`config.mk`:
```
export PLATFORM = sky130hd
export DESIGN_NAME = axil_reg_slave_flat
export DESIGN_NICKNAME = d
export VERILOG_FILES = /design/src/rtl/axil_pkg.sv /design/src/rtl/axil_if.sv /design/src/rtl/axil_regfile.sv /design/src/rtl/axil_reg_slave.sv /design/src/flat_wrapper.sv
export SDC_FILE = /design/constraint.sdc
export NUM_CORES = 1
export LEC_CHECK = 0
export CAP_MARGIN = 20
export CORE_UTILIZATION = 35
export DETAILED_ROUTE_END_ITERATION = 10
export PLACE_DENSITY = 0.54
export SLEW_MARGIN = 20
export SYNTH_ARGS = -nofsm -noshare
export SYNTH_HDL_FRONTEND = slang
export SYNTH_SLANG_ARGS = --single-unit
```
`constraint.sdc`:
```
create_clock -name aclk -period 2.8 [get_ports aclk]
set_clock_uncertainty 0.1 [all_clocks]
set_input_delay 0.42 -clock aclk [delete_from_list [all_inputs] [get_ports aclk]]
set_output_delay 0.42 -clock aclk [all_outputs]
set_load 0.02 [all_outputs]
```
`src/rtl/axil_pkg.sv`:
```
// Shared types and constants for the AXI4-Lite register slave.
package axil_pkg;

  localparam int unsigned DATA_W = 32;
  localparam int unsigned STRB_W = 4;

  typedef logic [1:0] axil_resp_t;

  localparam axil_resp_t RESP_OKAY   = 2'b00;
  localparam axil_resp_t RESP_SLVERR = 2'b10;

  typedef enum logic [1:0] {
    WR_IDLE,
    WR_PARTIAL,
    WR_COMMIT,
    WR_RESP
  } wr_state_t;

  typedef enum logic {
    RD_IDLE,
    RD_DATA
  } rd_state_t;

endpackage

```
`src/rtl/axil_if.sv`:
```
// AXI4-Lite bus bundle (AW/W/B/AR/R channels) with master and slave views.
interface axil_if #(
  parameter int unsigned ADDR_W = 4
);
  import axil_pkg::*;

  logic [ADDR_W-1:0] awaddr;
  logic [2:0]        awprot;
  logic              awvalid;
  logic              awready;

  logic [DATA_W-1:0] wdata;
  logic [STRB_W-1:0] wstrb;
  logic              wvalid;
  logic              wready;

  axil_resp_t        bresp;
  logic              bvalid;
  logic              bready;

  logic [ADDR_W-1:0] araddr;
  logic [2:0]        arprot;
  logic              arvalid;
  logic              arready;

  logic [DATA_W-1:0] rdata;
  axil_resp_t        rresp;
  logic              rvalid;
  logic              rready;

  modport master (
    output awaddr, awprot, awvalid, input awready,
    output wdata, wstrb, wvalid, input wready,
    input bresp, bvalid, output bready,
    output araddr, arprot, arvalid, input arready,
    input rdata, rresp, rvalid, output rready
  );

  modport slave (
    input awaddr, awprot, awvalid, output awready,
    input wdata, wstrb, wvalid, output wready,
    output bresp, bvalid, input bready,
    input araddr, arprot, arvalid, output arready,
    output rdata, rresp, rvalid, input rready
  );

endinterface

```
`src/rtl/axil_regfile.sv`:
```
// Register storage: byte-strobed synchronous write port, asynchronous read
// port, and out-of-range flags for both indices.
module axil_regfile
  import axil_pkg::*;
#(
  parameter int unsigned ADDR_W   = 4,
  parameter int unsigned NUM_REGS = 4
) (
  input  logic                 clk,
  input  logic                 rst,
  input  logic                 we,
  input  logic [ADDR_W-3:0]    windex,
  input  logic [DATA_W-1:0]    wdata,
  input  logic [STRB_W-1:0]    wstrb,
  input  logic [ADDR_W-3:0]    rindex,
  output logic [DATA_W-1:0]    rdata,
  output logic                 w_oor,
  output logic                 r_oor
);

  localparam int unsigned IDX_W = ADDR_W - 2;

  logic [DATA_W-1:0] regs [NUM_REGS];

  assign w_oor = 32'(windex) >= NUM_REGS;
  assign r_oor = 32'(rindex) >= NUM_REGS;

  // Storage update: clear on reset, otherwise strobed byte-lane writes to in-range indices.
  always_ff @(posedge clk) begin
    if (rst) begin
      for (int unsigned i = 0; i < NUM_REGS; i++) regs[i] <= '0;
    end else if (we && !w_oor) begin
      for (int unsigned i = 0; i < NUM_REGS; i++) begin
        if (windex == IDX_W'(i)) begin
          for (int unsigned k = 0; k < STRB_W; k++) begin
            if (wstrb[k]) regs[i][8*k +: 8] <= wdata[8*k +: 8];
          end
        end
      end
    end
  end

  // Read mux: out-of-range indices match no register and read as zero.
  always_comb begin
    rdata = '0;
    for (int unsigned i = 0; i < NUM_REGS; i++) begin
      if (rindex == IDX_W'(i)) rdata = regs[i];
    end
  end

endmodule

```
`src/rtl/axil_reg_slave.sv`:
```
// AXI4-Lite slave with NUM_REGS 32-bit registers at byte offset 4*i.
// Optional macro AXIL_SLVERR_EN: out-of-range accesses answer SLVERR
// instead of OKAY.
module axil_reg_slave
  import axil_pkg::*;
#(
  parameter int unsigned ADDR_W   = 4,
  parameter int unsigned NUM_REGS = 4
) (
  input logic  aclk,
  input logic  areset,
  axil_if.slave bus
);

  localparam int unsigned IDX_W = ADDR_W - 2;

`ifdef AXIL_SLVERR_EN
  localparam axil_resp_t OOR_RESP = RESP_SLVERR;
`else
  localparam axil_resp_t OOR_RESP = RESP_OKAY;
`endif

  wr_state_t wr_state_q, wr_state_d;
  rd_state_t rd_state_q, rd_state_d;

  logic              awready_q, awready_d;
  logic              wready_q, wready_d;
  logic              aw_have_q, aw_have_d;
  logic              w_have_q, w_have_d;
  logic              bvalid_q, bvalid_d;
  axil_resp_t        bresp_q, bresp_d;
  logic              arready_q, arready_d;
  logic              rvalid_q, rvalid_d;
  axil_resp_t        rresp_q, rresp_d;
  logic [DATA_W-1:0] rdata_q, rdata_d;

  logic [IDX_W-1:0]  awidx_q;
  logic [DATA_W-1:0] wdata_q;
  logic [STRB_W-1:0] wstrb_q;

  logic              rf_we;
  logic [DATA_W-1:0] rf_rdata;
  logic              w_oor, r_oor;

  logic aw_hs, w_hs, ar_hs;
  assign aw_hs = bus.awvalid && awready_q;
  assign w_hs  = bus.wvalid && wready_q;
  assign ar_hs = bus.arvalid && arready_q;

  logic unused_bits;
  assign unused_bits = ^{bus.awprot, bus.arprot, bus.awaddr[1:0], bus.araddr[1:0]};

  axil_regfile #(
    .ADDR_W   (ADDR_W),
    .NUM_REGS (NUM_REGS)
  ) u_regfile (
    .clk    (aclk),
    .rst    (areset),
    .we     (rf_we),
    .windex (awidx_q),
    .wdata  (wdata_q),
    .wstrb  (wstrb_q),
    .rindex (bus.araddr[ADDR_W-1:2]),
    .rdata  (rf_rdata),
    .w_oor  (w_oor),
    .r_oor  (r_oor)
  );

  // Write FSM: collect AW and W in any order, commit for one cycle, hold B until accepted.
  always_comb begin
    wr_state_d = wr_state_q;
    awready_d  = awready_q;
    wready_d   = wready_q;
    aw_have_d  = aw_have_q;
    w_have_d   = w_have_q;
    bvalid_d   = bvalid_q;
    bresp_d    = bresp_q;
    rf_we      = 1'b0;
    unique case (wr_state_q)
      WR_IDLE, WR_PARTIAL: begin
        aw_have_d = aw_have_q || aw_hs;
        w_have_d  = w_have_q || w_hs;
        awready_d = !aw_have_d;
        wready_d  = !w_have_d;
        if (aw_have_d && w_have_d)      wr_state_d = WR_COMMIT;
        else if (aw_have_d || w_have_d) wr_state_d = WR_PARTIAL;
      end
      WR_COMMIT: begin
        rf_we      = 1'b1;
        bvalid_d   = 1'b1;
        bresp_d    = w_oor ? OOR_RESP : RESP_OKAY;
        aw_have_d  = 1'b0;
        w_have_d   = 1'b0;
        wr_state_d = WR_RESP;
      end
      WR_RESP: begin
        if (bus.bready) begin
          bvalid_d   = 1'b0;
          bresp_d    = RESP_OKAY;
          awready_d  = 1'b1;
          wready_d   = 1'b1;
          wr_state_d = WR_IDLE;
        end
      end
      default: wr_state_d = WR_IDLE;
    endcase
  end

  // Read FSM: capture data on AR handshake, hold R until accepted.
  always_comb begin
    rd_state_d = rd_state_q;
    arready_d  = arready_q;
    rvalid_d   = rvalid_q;
    rdata_d    = rdata_q;
    rresp_d    = rresp_q;
    unique case (rd_state_q)
      RD_IDLE: begin
        arready_d = 1'b1;
        if (ar_hs) begin
          arready_d  = 1'b0;
          rvalid_d   = 1'b1;
          rdata_d    = rf_rdata;
          rresp_d    = r_oor ? OOR_RESP : RESP_OKAY;
          rd_state_d = RD_DATA;
        end
      end
      RD_DATA: begin
        if (bus.rready) begin
          rvalid_d   = 1'b0;
          arready_d  = 1'b1;
          rd_state_d = RD_IDLE;
        end
      end
      default: rd_state_d = RD_IDLE;
    endcase
  end

  // State and registered handshake outputs.
  always_ff @(posedge aclk) begin
    if (areset) begin
      wr_state_q <= WR_IDLE;
      rd_state_q <= RD_IDLE;
      awready_q  <= 1'b0;
      wready_q   <= 1'b0;
      aw_have_q  <= 1'b0;
      w_have_q   <= 1'b0;
      bvalid_q   <= 1'b0;
      bresp_q    <= RESP_OKAY;
      arready_q  <= 1'b0;
      rvalid_q   <= 1'b0;
      rresp_q    <= RESP_OKAY;
      rdata_q    <= '0;
    end else begin
      wr_state_q <= wr_state_d;
      rd_state_q <= rd_state_d;
      awready_q  <= awready_d;
      wready_q   <= wready_d;
      aw_have_q  <= aw_have_d;
      w_have_q   <= w_have_d;
      bvalid_q   <= bvalid_d;
      bresp_q    <= bresp_d;
      arready_q  <= arready_d;
      rvalid_q   <= rvalid_d;
      rresp_q    <= rresp_d;
      rdata_q    <= rdata_d;
    end
  end

  // Latch write address and data at their handshakes.
  always_ff @(posedge aclk) begin
    if (areset) begin
      awidx_q <= '0;
      wdata_q <= '0;
      wstrb_q <= '0;
    end else begin
      if (aw_hs) awidx_q <= bus.awaddr[ADDR_W-1:2];
      if (w_hs) begin
        wdata_q <= bus.wdata;
        wstrb_q <= bus.wstrb;
      end
    end
  end

  assign bus.awready = awready_q;
  assign bus.wready  = wready_q;
  assign bus.bvalid  = bvalid_q;
  assign bus.bresp   = bresp_q;
  assign bus.arready = arready_q;
  assign bus.rvalid  = rvalid_q;
  assign bus.rresp   = rresp_q;
  assign bus.rdata   = rdata_q;

endmodule

```
`src/flat_wrapper.sv`:
```
// flat-port wrapper written by rule: the top's interface ports become plain ports
module axil_reg_slave_flat import axil_pkg::*;
#(
  parameter int unsigned ADDR_W   = 4,
  parameter int unsigned NUM_REGS = 4
)
  (aclk, areset, bus_awaddr, bus_awprot, bus_awvalid, bus_awready, bus_wdata, bus_wstrb, bus_wvalid, bus_wready, bus_bresp, bus_bvalid, bus_bready, bus_araddr, bus_arprot, bus_arvalid, bus_arready, bus_rdata, bus_rresp, bus_rvalid, bus_rready);
  axil_if #(.ADDR_W(ADDR_W)) bus_i ();
  input logic aclk;
  input logic areset;
  input wire logic [$bits(bus_i.awaddr)-1:0] bus_awaddr;
  input wire logic [$bits(bus_i.awprot)-1:0] bus_awprot;
  input wire logic [$bits(bus_i.awvalid)-1:0] bus_awvalid;
  output wire logic [$bits(bus_i.awready)-1:0] bus_awready;
  input wire logic [$bits(bus_i.wdata)-1:0] bus_wdata;
  input wire logic [$bits(bus_i.wstrb)-1:0] bus_wstrb;
  input wire logic [$bits(bus_i.wvalid)-1:0] bus_wvalid;
  output wire logic [$bits(bus_i.wready)-1:0] bus_wready;
  output wire logic [$bits(bus_i.bresp)-1:0] bus_bresp;
  output wire logic [$bits(bus_i.bvalid)-1:0] bus_bvalid;
  input wire logic [$bits(bus_i.bready)-1:0] bus_bready;
  input wire logic [$bits(bus_i.araddr)-1:0] bus_araddr;
  input wire logic [$bits(bus_i.arprot)-1:0] bus_arprot;
  input wire logic [$bits(bus_i.arvalid)-1:0] bus_arvalid;
  output wire logic [$bits(bus_i.arready)-1:0] bus_arready;
  output wire logic [$bits(bus_i.rdata)-1:0] bus_rdata;
  output wire logic [$bits(bus_i.rresp)-1:0] bus_rresp;
  output wire logic [$bits(bus_i.rvalid)-1:0] bus_rvalid;
  input wire logic [$bits(bus_i.rready)-1:0] bus_rready;
  assign bus_i.awaddr = bus_awaddr;
  assign bus_i.awprot = bus_awprot;
  assign bus_i.awvalid = bus_awvalid;
  assign bus_awready = bus_i.awready;
  assign bus_i.wdata = bus_wdata;
  assign bus_i.wstrb = bus_wstrb;
  assign bus_i.wvalid = bus_wvalid;
  assign bus_wready = bus_i.wready;
  assign bus_bresp = bus_i.bresp;
  assign bus_bvalid = bus_i.bvalid;
  assign bus_i.bready = bus_bready;
  assign bus_i.araddr = bus_araddr;
  assign bus_i.arprot = bus_arprot;
  assign bus_i.arvalid = bus_arvalid;
  assign bus_arready = bus_i.arready;
  assign bus_rdata = bus_i.rdata;
  assign bus_rresp = bus_i.rresp;
  assign bus_rvalid = bus_i.rvalid;
  assign bus_i.rready = bus_rready;
  axil_reg_slave #(.ADDR_W(ADDR_W), .NUM_REGS(NUM_REGS)) u_core (.aclk(aclk), .areset(areset), .bus(bus_i));
endmodule
```
==> impl_metrics.csv <==
group,metric,value,unit
outcome,status,"finished clean",
cts,post_cts_buffers,0,
global_route,grt_usage,15.3,%
cts,cts_resized,0,
placement,io_buffers,83,
synth,yosysSeqAreaShare,65.0,%
drt,drt-initial-drc-count,224,
global_route,grt_max_degree,38,
die,start_util,35.7,%
timing,slew_headroom,34.9,%
worst_setup_path,end_kind,"flip-flop",
die,io_pins,98,
finish,layout_commonest_cell,"and2_1",
drt,wl,18.3,mm
synth,ys_ff_latch,208,
finish,areaGrowthSynthToFinish,23.3,%
finish,finish.net_count,777,
cts,clockBufferDepth,3,
cts,clkLatencyLatePin,490,ps
die,chipWidth,157,um
finish,drive_above_1_share,12.1,%
worst_hold_path,hp-class,"input port to flip-flop",
placement,dpl_cell_area,9590,um^2
timing,finalHoldViolations,0,
global_route,grt_antenna_before_repair,0,
synth,synth_warnings,0,
synth,syn_area,8380,um^2
worst_setup_path,crit_type,"flip-flop to flip-flop",
timing,fin_crit,2240,ps
worst_setup_path,worstPathMaxFanout,16,
finish,n_fill_cell,2150,
drt,wl_per_cell,17.3,um
power,p_int,5.41,mW
worst_setup_path,critical_path.slowest_cell,"o21bai_1",
power,p_sw_share,21.7,%
global_route,grt.overflow.total,0,
drt,drc,0,
synth,netlist_instances,631,
power,seqPwrFrac,49.9,%
worst_setup_path,worstPathRequired,2810,ps
timing,rsz0062_at_grt,"false",
cts,cts_tree,"yes",
placement,dpl.hpwl,11.5,mm
power,ir_worst_vdd,0.000323,V
job,drv_cap,0,
synth,ys.flop_type,"edfxtp_1",
worst_setup_path,arrival,2260,ps
finish,final_cell_mix,"and2_1, edfxtp_1, nand2_1, clkdlybuf4s50_1, dfxtp_1",
synth,synth_edf_count,128,
die,dieArea,24600,um^2
finish,final_area,10300,um^2
global_route,grt_first_pass_wirelength,28.2,mm
cts,numCtsBuffers,22,
cts,cts.htree.levels,1,
worst_setup_path,cp_cell_sequence,"nand4bb_1 -> o21bai_1",
cts,ctsRootBufferMaster,"clkbuf_16",
power,power.share.combinational,7.5,%
power,pwr-share-clk,42.6,%
drt,vias,5055,
synth,async_reset_ff_share,0,%
drt,dr.pass1.iters,4,
timing,fmax,0.445,GHz
drt,ant_nets,0,
synth,synth.avg_cell_area,13.3,um^2
die,core_area,23500,um^2
die,die_y,157,um
worst_setup_path,cp-start-kind,"flip-flop",
cts,clk_pin_slew,60,ps
timing,setup_viol,0,
timing,tightest_slew,974,ps
cts,cts_hold_buf,0,
worst_setup_path,max_stage_delay,820,ps
power,p_switching,1.50,mW
cts,cts.sinks,208,
drt,vias_per_cell,4.79,
synth,synth_cell_types,31,
die,placementRows,56,
finish,antenna_cells,0,
timing,fin_tns_setup,0,ps
power,p_leak,3.66,nW
timing,fin_crit_sh,80.2,%
global_route,grt_pass1_vias,5247,
timing,maxSlewViolCount,0,
power,power_density,668,nW/um^2
placement,gp_congestion,0.715,
per-layer routing:
layer / routed length (um) / track usage (%)
met2: 9400 / 27.7
met1: 7730 / 18.5
met5: 0 / 0
met3: 762 / 2.38
met4: 384 / 5.04
state kept, by name (all words and copies together), names as in the netlist, 2 cells and up:
| register | flops |
|---|---|
| u_core.awidx_q | 2 |
| u_core.bus.rdata | 32 |
| u_core.u_regfile.regs | 128 |
| u_core.wdata_q | 32 |
| u_core.wr_state_q | 2 |
| u_core.wstrb_q | 4 |
final cells by class:
type                            instances  area [um^2]  share of cell area (%)
Multi-Input combinational cell        386         2760                    26.7
Sequential cell                       208         5450                    52.7
Timing Repair Buffer                  100          973                    9.42
Clock inverter                          9          104                    1.00
Clock buffer                           31          646                    6.25
Tap cell                              319          399                    3.86
Inverter                                2         7.51                  0.0726
power by group through the flow:
| stage | Clock [mW] | Sequential, mW | Combinational (mW) |
|---|---|---|---|
| 2_1_floorplan | 0 | 3.51 | 0.283 |
| 3_3_place_gp | 0 | 3.51 | 0.516 |
| 3_5_place_dp | 0 | 3.52 | 0.522 |
| 4_1_cts | 3.03 | 3.45 | 0.523 |
| 5_1_grt | 3.13 | 3.47 | 0.558 |
| 6_report | 2.94 | 3.45 | 0.515 |
stage by stage:
stage / util [%] / power (mW) / setup slack [ps] / instances / hold WS (ps)
global placement: 40.8 / 4.02 / 639 / 1015 / 363
CTS: 44.0 / 7.00 / 567 / 1055 / 266
global route: 44.0 / 7.16 / 413 / 1055 / 299
floorplan: - / 3.80 / 1100 / 634 / 349
detailed placement: 40.8 / 4.04 / 575 / 1015 / 361
finish: 44.0 / 6.91 / 555 / 1055 / 298
synth_stat cells, drive strengths merged (3+ instances only):
cell type | number | share of area (%)
a21oi | 43 | 2.6
a22o | 32 | 3.3
and2 | 129 | 9.6
buf | 22 | 1.5
clkbuf | 16 | 0.72
dfxtp | 80 | 19
edfxtp | 128 | 46
mux4 | 32 | 8.6
nand2 | 81 | 3.6
nand2b | 3 | 0.22
nand3 | 3 | 0.18
nand4b | 4 | 0.42
nand4bb | 4 | 0.54
nor2 | 21 | 0.94
o21bai | 16 | 1.4
path summary, 6_finish.rpt:
check | start | endpoint | slack [ps] | depth (start not counted)
max | u_core.wr_state_q[1]$_SDFFE_PP0P_ | u_core.u_regfile.regs[1][19]$_SDFFCE_PN0P_ | 560 | 2
min reg2reg | u_core.wstrb_q[2]$_SDFFE_PP0P_ | u_core.wstrb_q[2]$_SDFFE_PP0P_ | 370 | 2
max reg2reg | u_core.wr_state_q[1]$_SDFFE_PP0P_ | u_core.u_regfile.regs[1][19]$_SDFFCE_PN0P_ | 560 | 2
min | areset | u_core.wdata_q[22]$_SDFFE_PP0P_ | 300 | 2
logic make-up after synthesis:
logic type      Yosys count  share of synthesized area [%]
compound gates          100                           8.13
buf+inv                  40                           2.34
flops                   208                           65.0
mux                      32                           8.60
other cells               1                         0.0447
simple gates            250                           15.9
worst max-delay path: cells and delay by family, from the launching register on:
kind	cells	cell delay, ps
simple gates	1	270
compound gates	1	820
flops	1	670
(Power assumes the default switching activity.)
